### src/rtl/i2s_rx_array.sv
// Multi-line I2S receiver: generates WS from the bit clock, captures a left and a right
// two's-complement sample per data line, and presents whole frames through a valid/ready hold register.
module i2s_rx_array #(
   parameter int NUM_LINES   = 4,
   parameter int SAMPLE_BITS = 8,
   parameter int SLOT_BITS   = 32
) (
   input  logic                                 clk,
   input  logic                                 rst_n,
   input  logic                                 en,
   input  logic [NUM_LINES-1:0]                 sd_in,
   input  logic                                 overrun_clr,
   input  logic                                 pcm_ready,
   output logic                                 ws_out,
   output logic [2*NUM_LINES*SAMPLE_BITS-1:0]   pcm_out,
   output logic                                 pcm_valid,
   output logic                                 overrun
);

   localparam int POS_W   = $clog2(SLOT_BITS);
   localparam int CNT_W   = POS_W + 1;
   localparam int FRAME_W = 2 * NUM_LINES * SAMPLE_BITS;

   logic [CNT_W-1:0]   cnt;
   logic [POS_W-1:0]   pos;
   logic               ch;
   logic               shift_en;
   logic               frame_done;
   logic               load;
   logic               drop;
   logic [FRAME_W-1:0] shreg;

   assign pos = cnt[POS_W-1:0];
   assign ch  = cnt[POS_W];

   // WS comes straight from a counter flop, so it cannot glitch.
   assign ws_out = ch;

   // Position 0 of each slot is the one-bit I2S delay; bits beyond the sample are padding.
   assign shift_en   = en && (pos != '0) && (int'(pos) <= SAMPLE_BITS);
   assign frame_done = en && (&cnt);
   assign load       = frame_done && (!pcm_valid || pcm_ready);
   assign drop       = frame_done && pcm_valid && !pcm_ready;

   always_ff @(posedge clk or negedge rst_n) begin
      if (!rst_n) begin
         cnt <= '0;
      end else if (!en) begin
         cnt <= '0;
      end else begin
         cnt <= cnt + 1'b1;
      end
   end

   // Shift registers use the same packing as pcm_out so a frame loads as one copy.
   always_ff @(posedge clk or negedge rst_n) begin
      if (!rst_n) begin
         shreg <= '0;
      end else if (shift_en) begin
         for (int k = 0; k < NUM_LINES; k++) begin
            shreg[(2*k + int'(ch))*SAMPLE_BITS +: SAMPLE_BITS] <=
               {shreg[(2*k + int'(ch))*SAMPLE_BITS +: SAMPLE_BITS-1], sd_in[k]};
         end
      end
   end

   always_ff @(posedge clk or negedge rst_n) begin
      if (!rst_n) begin
         pcm_out   <= '0;
         pcm_valid <= 1'b0;
         overrun   <= 1'b0;
      end else begin
         if (load) begin
            pcm_out   <= shreg;
            pcm_valid <= 1'b1;
         end else if (pcm_valid && pcm_ready) begin
            pcm_valid <= 1'b0;
         end
         // A dropped frame on the same edge as a clear keeps the flag set.
         if (drop) begin
            overrun <= 1'b1;
         end else if (overrun_clr) begin
            overrun <= 1'b0;
         end
      end
   end

endmodule

### config.mk
export PLATFORM = sky130hd
export DESIGN_NAME = i2s_rx_array
export DESIGN_NICKNAME = d
export VERILOG_FILES = /design/src/rtl/i2s_rx_array.sv
export SDC_FILE = /design/constraint.sdc
export NUM_CORES = 1
export LEC_CHECK = 0
export ABC_AREA = 1
export CORE_MARGIN = 10
export CORE_UTILIZATION = 45
export DETAILED_ROUTE_END_ITERATION = 10
export GPL_TIMING_DRIVEN = 0
export PLACE_DENSITY_LB_ADDON = 0.05
export RECOVER_POWER = 100
export SYNTH_ARGS = -nofsm -noshare
export SYNTH_HDL_FRONTEND = slang
export SYNTH_SLANG_ARGS = --single-unit
### constraint.sdc
create_clock -name clk -period 1.8 [get_ports clk]
set_input_delay 0.36 -clock clk [delete_from_list [all_inputs] [get_ports clk]]
set_output_delay 0.36 -clock clk [all_outputs]
set_load 0.02 [all_outputs]
==> out/qor.yml, run 1 <==
logic_synthesis:
  synth_area_leader_cell: "dfrtp_1"
  synthFlopType: "dfrtp_1"
  ys_warn_count: 0
  ys_types: 18
  synth_area_um2: 5510
  synth_edf_count: 0
  yosys-top-cells-count: "nand2_1, dfrtp_1, nand3_1, nand4_1, clkbuf_1"
  synth_fp_nets: 623
  synth.top_cells.by_area: "dfrtp_1, nand2_1, nand4_1"
  synthArstFlopShare_pct: 100
  ys_seq_area_share_pct: 61.7
  synth_area_per_cell_um2: 9.01
  yosysMostFrequentCell: "nand2_1"
  synth_top_cell_area_share_pct: 61.7
  synth_seq_cells: 136
  netlist_instances: 612
hold_path:
  hold_end: "pcm_out[10]"
  whs_path_depth: 2
  hold_class: "reg2reg"
  holdCritStartpoint: "pcm_out[10]"
placement:
  placed_area_um2: 6480
  post-place-ws_ns: -0.422
  dpl.hpwl_um: 9060
  numPortBuffers: 75
  gp_congestion: 0.808
floorplan:
  coreArea_um2: 12000
  fp.dieArea_um2: 17100
  num_rows: 40
  ios: 76
  start_util_pct: 45.9
  die_h_um: 131
  die_x_um: 131
critical_path:
  start_kind: "flop"
  critPathMaxStageDelay_ns: 0.61
  end_kind: "primary output"
  worst-setup-path-type: "reg2out"
  crit_slowest_cell: "clkdlybuf4s50_1"
  crit_buf_inv: 1
  reg2reg_slack_ns: 0.08
  crit_arrival_ns: 1.40
  r2r_start: "cnt[0]"
  cp_data_required_time_ns: 1.44
  path_delay_family: "buffers and inverters"
  critPathMaxFanout: 2
  cp_cell_sequence: "clkdlybuf4s50_1"
  timing.rr.end: "shreg[0]"
  r2r.worst_path.cells: 9
global_routing:
  grt_pass1_vias: 4605
  overflow: 0
  antenna_found_initial: 0
  grt_max_degree: 76
  grt_pass1_wl_um: 23300
  grt_use_total_pct: 17.2
routing:
  wl_per_cell_um: 16.0
  via_count: 4615
  final_antenna_net_count: 0
  drc_errors: 0
  drt_iter0_drc: 409
  first_pass_iters: 5
  viasPerCell: 5.28
  routed_wl_um: 14000
final_layout:
  final_area_um2: 7270
  utilization_pct: 60.5
  syn_to_final_growth_pct: 31.8
  multi_input_area_um2: 1910
  seqCellArea_um2: 3400
  nFillCells: 1077
  final_layout_size_suffix_gt1_share_pct: 11.1
  diodes: 0
  layout.nets: 725
timing:
  max_slew_margin_pct: 61.3
  drv_slew: 0
  fmax_mhz: 567
  hold_viol: 0
  finalCritPeriodShare_pct: 98.0
  finalWorstSetupSlack_ns: 0.0364
  final.min_clock_period_ns: 1.76
  setup_viol: 0
  rsz0062_at_grt: "true"
  fin_skew_ns: 0.00690
  worst_pin_slew_ns: 0.581
clock_tree:
  cts_buffers: 17
  htree_levels: 4
  clk_pin_slew_ns: 0.06
  clock_latency_ns: 0.42
  cts_buffer_depth: 2
  clockRootBuffer: "clkbuf_16"
  tritoncts: "built"
  tritoncts_num_sinks: 136
power:
  leakage_nw: 4.01
  ir_drop_mv: 0.584
  clkPwrFrac_pct: 47.9
  p_sw_share_pct: 23.2
  p_int_mw: 5.88
  pwr_density_cell_nw_per_um2: 1050
  p_sw_mw: 1.78
  pwr-share-seq_pct: 46.2
  p_comb_share_pct: 5.9
flow_run:
  maxCapViolations: 0
outcome:
  status: "complete, no violations"
layout by cell type (no fill, tap or decap), types with 10 or more instances in the layout:
cell | netlist | layout
inv_1 | 13 | 12
clkbuf_16 | 0 | 17
nand4_1 | 66 | 66
dlymetal6s2s_1 | 0 | 10
nand3_1 | 68 | 67
clkdlybuf4s50_1 | 0 | 63
buf_2 | 19 | 23
dfrtp_1 | 136 | 136
clkbuf_1 | 24 | 12
nand2_1 | 266 | 266
timing repair:
| action | 4_1_cts | 5_1_grt |
|---|---|---|
| setup buffers | 4 | 3 |
| pin swaps | 2 | 3 |
| gates resized for setup | 8 | 43 |
| hold buffers | 1 | 0 |
| cloned | 0 | 0 |
| endpoints found under the setup margin | 112 | 131 |
| hold endpoints to repair | 61 | 0 |
logic make-up (layout without fill, tap and decap cells):
logic type	count (synthesis)	in the layout	share of synthesized area [%]
AO/OA/AOI/OAI	8	8	0.817
AND/OR/NAND/NOR	408	408	32.6
buffers and inverters	58	173	4.45
adder cells (fa/ha/maj)	2	2	0.454
flip-flops	136	136	61.7
power groups by stage:
stage          combinational, mW  sequential, mW  clock (mW)
2_1_floorplan              0.283            3.51           0
3_3_place_gp               0.406            3.57           0
3_5_place_dp               0.436            3.58           0
4_1_cts                    0.440            3.53        3.70
5_1_grt                    0.535            3.57        3.85
6_report                   0.454            3.54        3.67
layer usage:
layer  up-vias  track usage [%]  wire [µm]
li1       2229                -          -
met1      2259             22.9       6440
met2       110             25.5       6350
met3        17             6.16        976
met4         0             5.95        206
met5         -                0          0
how the worst max path moves through the flow:
stage / depth (start not counted) / endpoint / slack, ns / startpoint
after floorplan: 8 / shreg[13] / 0.27 / cnt[0]
after global placement: 1 / pcm_out[31] / -4.99 / rst_n
after detailed placement: 7 / pcm_out[6] / -0.42 / en
after CTS: 8 / shreg[38] / 0.01 / cnt[0]
after global routing: 9 / shreg[0] / -0.03 / cnt[1]
final: 1 / pcm_out[57] / 0.04 / pcm_out[57]
worst min-delay path: stages, from the launching register on:
cell and delay, ns:
dfrtp_1 0.34, nand2_1 0.05, nand2_1 0.05
flip-flops by register name, summed over array words and instances (netlist names):
signal	flops
pcm_valid	1
shreg	64
cnt	6
pcm_out	64
overrun	1
final cells by class:
type,count,share of cell area (%)
Clock buffer,24,7.04
Inverter,13,0.671
Timing Repair Buffer,84,12.1
Tap cell,147,2.53
Multi-Input combinational cell,418,26.2
Buffer,44,3.05
Sequential cell,136,46.8
Clock inverter,8,1.58
stage by stage:
step | total power, mW | TNS [ns] | cells | hold slack, ns
after global routing | 7.95 | -0.296 | 874 | 0.494
after CTS | 7.67 | 0 | 871 | 0.477
after floorplan | 3.79 | 0 | 612 | 0.0644
final | 7.66 | 0 | 874 | 0.475
after detailed placement | 4.01 | -43.43 | 835 | 0.388
after global placement | 3.98 | -720.22 | 834 | 0.459
(Power assumes the default switching activity.)
==> run 2: changes to the inputs <==
- CORE_ASPECT_RATIO: not set -> 0.9
==> run 2 against run 1 <==
Via count fell by 0.54%; largest power group is now registers; clock power fell by 12%; clock-buffer cell count rose by 6; highest routed layer unchanged; die area barely moved; clock skew fell by 0.0021 ns; largest cell class unchanged; register-to-register slack improved by 0.05 ns.
==> out/qor.yml, run 2 (same netlist as run 1, synthesis figures left out) <==
outcome:
  status: "complete, no violations"
clock_tree:
  clk_pin_slew_ns: 0.05  # about the same
  clockRootBuffer: "clkbuf_16"
  tritoncts_num_sinks: 136  # unchanged
  cts_buffer_depth: 2  # unchanged
  clock_latency_ns: 0.41  # about the same
  htree_levels: 4  # unchanged
  tritoncts: "built"
  cts_buffers: 17  # unchanged
critical_path:
  cp_data_required_time_ns: 1.44  # about the same
  startpoint: "pcm_out[63]"
  end_kind: "primary output"
  worst-setup-path-type: "reg2out"
  start_kind: "flop"
  crit_arrival_ns: 1.39  # about the same
  r2r_start: "cnt[0]"
  reg2reg_slack_ns: 0.13  # +0.05 ns
  r2r.worst_path.cells: 9  # unchanged
  crit_buf_inv: 1  # unchanged
  critPathMaxFanout: 2  # unchanged
  critPathMaxStageDelay_ns: 0.61  # about the same
  crit_slowest_cell: "clkdlybuf4s50_1"
  path_delay_family: "buffers and inverters"
  timing.rr.end: "shreg[31]"
  cp_cell_sequence: "clkdlybuf4s50_1"
final_layout:
  layout.nets: 725  # unchanged
  reg.largest.list: "pcm_out (64), shreg (64), cnt (6)"
  final_area_um2: 7230  # -0.60%
  nFillCells: 1066  # -1.0%
  final_layout_size_suffix_gt1_share_pct: 10.2  # -0.95 points
  final_cell_mix: "nand2_1, dfrtp_1, nand3_1"
  syn_to_final_growth_pct: 31.0
  diodes: 0  # unchanged
  utilization_pct: 60.1  # -0.45 points
  final_common_cell: "nand2_1"
placement:
  dpl.hpwl_um: 9200  # +1.5%
  placed_area_um2: 6490  # +0.25%
  post-place-ws_ns: -0.420  # +0.00263 ns
  gp_congestion: 0.773  # -4.3%
  numPortBuffers: 75  # unchanged
timing:
  fin_skew_ns: 0.00482  # -0.00208 ns
  finalWorstSetupSlack_ns: 0.0506  # +0.0142 ns
  final.min_clock_period_ns: 1.75  # -0.0142 ns
  finalCritPeriodShare_pct: 97.2  # -0.79 points
  worst_pin_slew_ns: 0.526  # -0.0550 ns
  fmax_mhz: 572  # +0.81%
  drv_slew: 0  # unchanged
  setup_viol: 0  # unchanged
  hold_viol: 0  # unchanged
  max_slew_margin_pct: 64.9  # +3.7 points
routing:
  first_pass_iters: 5  # unchanged
  final_antenna_net_count: 0  # unchanged
  via_count: 4590  # -0.54%
  routed_wl_um: 13700  # -2.2%
  wl_per_cell_um: 15.4  # -3.5%
  drt_iter0_drc: 457  # +12%
  viasPerCell: 5.18  # -1.9%
  drc_errors: 0  # unchanged
floorplan:
  coreArea_um2: 12000  # +0.15%
  ios: 76  # unchanged
  fp.dieArea_um2: 17100  # about the same
  die_h_um: 125  # -4.3%
  num_rows: 38  # -5.0%
  start_util_pct: 45.8  # -0.067 points
  die_x_um: 137  # +4.6%
global_routing:
  grt_use_total_pct: 16.6  # -0.62 points
  overflow: 0  # unchanged
  grt_pass1_wl_um: 22800  # -2.2%
  grt_pass1_vias: 4518  # -1.9%
  grt_max_degree: 99  # +30%
  antenna_found_initial: 0  # unchanged
power:
  pwr_density_cell_nw_per_um2: 999  # -5.1%
  leakage_nw: 3.91  # -2.3%
  p_total_mw: 7.22  # -5.7%
  ir_drop_mv: 0.628  # +7.4%
flow_run:
  maxCapViolations: 0  # unchanged
hold_path:
  hold_class: "in2async"
## run 2: per-stage QoR
step                      cells  hold slack (ns)  TNS (ns)
final                       886            0.417         0
after floorplan             612           0.0644         0
after CTS                   881            0.425         0
after detailed placement    848            0.293    -43.21
after global placement      847            0.458   -708.73
after global routing        886            0.448  -0.00507
## run 2: layout make-up
| cell class | instances | area (µm²) | share of cell area, % |
|---|---|---|---|
| Clock inverter | 1 | 5.00 | 0.0693 |
| Tap cell | 160 | 200 | 2.77 |
| Sequential cell | 136 | 3400 | 47.1 |
| Multi-Input combinational cell | 418 | 1900 | 26.3 |
| Clock buffer | 30 | 554 | 7.67 |
| Inverter | 13 | 48.8 | 0.675 |
| Buffer | 45 | 255 | 3.53 |
| Timing Repair Buffer | 83 | 860 | 11.9 |
## run 2: per-layer routing
layer / part of all wire [%] / global-route usage, % / vias to the layer above
met5: 0 / 0 / -
met4: 1.0 / 4.88 / 0
met3: 6.8 / 5.88 / 13
met2: 46 / 24.4 / 120
met1: 46 / 22.5 / 2227
li1: - / - / 2230
## run 2: timing repair
item	in CTS	in global routing
buffers inserted	1	5
hold buffers	1	0
endpoints found under the hold margin	38	0
pin swaps	2	4
setup endpoints to repair	99	127
resized for setup	12	51
## run 2: how the worst max path moves through the flow
stage                  end  slack (ns)  cells after the start
2_1_floorplan    shreg[13]        0.27                      8
3_3_place_gp   pcm_out[31]       -4.93                      1
3_5_place_dp   pcm_out[18]       -0.42                      7
4_1_cts          shreg[31]       0.002                      9
5_1_grt        pcm_out[32]      -0.004                      7
6_report       pcm_out[63]        0.05                      1
## run 2: report_power, final
| group | switching, mW | internal (mW) | total, mW |
|---|---|---|---|
| combinational | 0.278 | 0.175 | 0.453 |
| sequential | 0.214 | 3.32 | 3.53 |
| clock | 1.19 | 2.05 | 3.24 |
| total | 1.68 | 5.54 | 7.22 |
==> run 3: changes to the inputs <==
==> constraint.sdc (replaced) <==
create_clock -name clk -period 1.7 [get_ports clk]
set_input_delay 0.34 -clock clk [delete_from_list [all_inputs] [get_ports clk]]
set_output_delay 0.34 -clock clk [all_outputs]
set_load 0.01 [all_outputs]
==> run 3 against run 2 <==
Sequential share of layout area shrank 0.67 points; largest power group unchanged; critical path depth unchanged; highest routed layer unchanged; hold slack got worse by 0.019 ns; flip-flop and latch count stayed put; global-route usage rose by 0.11 points; sequential power rose by 5.9%; clock power rose by 6%; total power up 6.2%.
==> out/qor.yml, run 3 (same netlist as run 1, synthesis figures left out) <==
routing:
  highest_layer: "met4"
  wl_per_cell_um: 15.6  # +1.2%
  drc_errors: 0  # unchanged
  wl_met1_um: 6330  # +1.0%
  wl_met3_um: 909  # -2.3%
  via_count: 4587  # -0.065%
  final_antenna_net_count: 0  # unchanged
  first_pass_iters: 5  # unchanged
  viasPerCell: 5.15  # -0.51%
  routed_wl_um: 13900  # +1.7%
  drt_iter0_drc: 443  # -3.1%
  dr_wl_met2_um: 6510  # +2.9%
power:
  ir_drop_mv: 0.664  # +5.8%
  clkPwrFrac_pct: 44.7  # about the same
  p_int_mw: 5.88  # +6.2%
  p_sw_mw: 1.78  # +6.2%
  pwr_density_cell_nw_per_um2: 1050  # +4.7%
  p_comb_share_pct: 6.6  # +0.3 points
  pwr-share-seq_pct: 48.8  # about the same
  p_sw_share_pct: 23.3  # about the same
  leakage_nw: 4.16  # +6.3%
critical_path:
  reg2reg_slack_ns: 0.05  # -0.08 ns
  start_kind: "flop"
  critPathMaxStageDelay_ns: 0.56  # -0.05 ns
  worst-setup-path-type: "reg2out"
  crit_arrival_ns: 1.33  # -0.06 ns
  timing.rr.end: "pcm_out[49]"
  crit_slowest_cell: "clkdlybuf4s50_1"
  cp_cell_sequence: "clkdlybuf4s50_1"
  cp_data_required_time_ns: 1.36  # -0.08 ns
  end_kind: "primary output"
  path_delay_family: "buffers and inverters"
  r2r_start: "cnt[0]"
  crit_buf_inv: 1  # unchanged
  r2r.worst_path.cells: 7  # -2
  critPathMaxFanout: 2  # unchanged
final_layout:
  diodes: 0  # unchanged
  layout.nets: 729  # +0.55%
  multi_input_area_um2: 1920  # +1.1%
  syn_to_final_growth_pct: 32.9
  reg.largest.list: "pcm_out (64), shreg (64), cnt (6)"
  final_layout_size_suffix_gt1_share_pct: 11.5  # +1.3 points
  final_cells: 890  # +0.45%
  final_common_cell: "nand2_1"
  final_cell_mix: "nand2_1, dfrtp_1, nand3_1"
  nFillCells: 1059  # -0.66%
  seqCellArea_um2: 3400  # unchanged
floorplan:
  start_util_pct: 45.8  # unchanged
  coreArea_um2: 12000  # unchanged
  die_x_um: 137  # unchanged
  num_rows: 38  # unchanged
  fp.dieArea_um2: 17100  # unchanged
  ios: 76  # unchanged
  die_h_um: 125  # unchanged
clock_tree:
  tritoncts_num_sinks: 136  # unchanged
  cts_buffers: 17  # unchanged
  htree_levels: 4  # unchanged
  clk_pin_slew_ns: 0.05  # about the same
  clockRootBuffer: "clkbuf_16"
  tritoncts: "built"
  cts_buffer_depth: 2  # unchanged
  clock_latency_ns: 0.41  # about the same
outcome:
  status: "complete, no violations"
timing:
  max_slew_margin_pct: 64.5  # -0.43 points
  fmax_mhz: 600
  final.min_clock_period_ns: 1.67
  fin_skew_ns: 0.00479  # -0.0000243 ns
  drv_slew: 0  # unchanged
  rsz0062_at_grt: "true"
  hold_viol: 0  # unchanged
  finalWorstSetupSlack_ns: 0.0328  # -0.0177 ns
  finalCritPeriodShare_pct: 98.1
  setup_viol: 0  # unchanged
  worst_pin_slew_ns: 0.532  # +0.00650 ns
placement:
  post-place-ws_ns: -0.500  # -0.0800 ns
  numPortBuffers: 75  # unchanged
  dpl.hpwl_um: 9200  # unchanged
  gp_congestion: 0.773  # unchanged
  dp.cells: 848  # unchanged
global_routing:
  grt_pass1_wl_um: 23000  # +0.67%
  antenna_found_initial: 0  # unchanged
  grt_use_total_pct: 16.7  # +0.11 points
  grt_max_degree: 99  # unchanged
  overflow: 0  # unchanged
  grt_pass1_vias: 4545  # +0.60%
flow_run:
  maxCapViolations: 0  # unchanged
hold_path:
  hold_class: "in2async"
[run 3: what timing repair did]
| action | 4_1_cts | 5_1_grt |
|---|---|---|
| endpoints found under the setup margin | 124 | 142 |
| cloned | 0 | 1 |
| hold endpoints to repair | 38 | 0 |
| hold buffers | 1 | 0 |
| pin swaps | 4 | 2 |
| setup buffers | 5 | 4 |
| gates resized for setup | 26 | 66 |
[run 3: per-layer routing]
layer	global-route usage, %	up-vias
met3	5.72	12
met2	24.8	109
li1	-	2239
met1	22.6	2227
met5	0	-
met4	4.88	0
[run 3: power groups by stage]
stage	Sequential, mW	Clock [mW]	Combinational [mW]
final	3.74	3.42	0.503
after CTS	3.73	3.48	0.484
after global placement	3.78	0	0.428
after floorplan	3.72	0	0.299
after detailed placement	3.78	0	0.463
after global routing	3.76	3.66	0.585
[run 3: metrics by stage]
stage | hold slack [ns] | setup TNS (ns) | utilization, % | area [µm²] | total power, mW
3_3_place_gp | 0.458 | -729.85 | 53.7 | 6460 | 4.21
2_1_floorplan | 0.0444 | 0 | - | 5510 | 4.02
3_5_place_dp | 0.273 | -53.45 | 54.0 | 6490 | 4.25
5_1_grt | 0.428 | -1.81 | 60.9 | 7330 | 8.01
6_report | 0.397 | 0 | 60.9 | 7330 | 7.66
4_1_cts | 0.405 | 0 | 59.5 | 7160 | 7.70
[run 3: worst max-delay path by stage]
stage / startpoint / endpoint / slack [ns] / depth (start not counted)
after floorplan: cnt[0] / shreg[13] / 0.17 / 8
after global placement: rst_n / pcm_out[31] / -5.01 / 1
after detailed placement: en / pcm_out[18] / -0.50 / 7
after CTS: cnt[0] / shreg[15] / 0.0005 / 8
after global routing: cnt[0] / pcm_out[32] / -0.07 / 7
final: pcm_out[57] / pcm_out[57] / 0.03 / 1
[run 3: final cells by class]
class / instances / area share (%)
Buffer: 45 / 3.94
Clock buffer: 30 / 7.56
Clock inverter: 1 / 0.0683
Inverter: 13 / 0.666
Multi-Input combinational cell: 419 / 26.2
Sequential cell: 136 / 46.4
Tap cell: 160 / 2.73
Timing Repair Buffer: 86 / 12.4
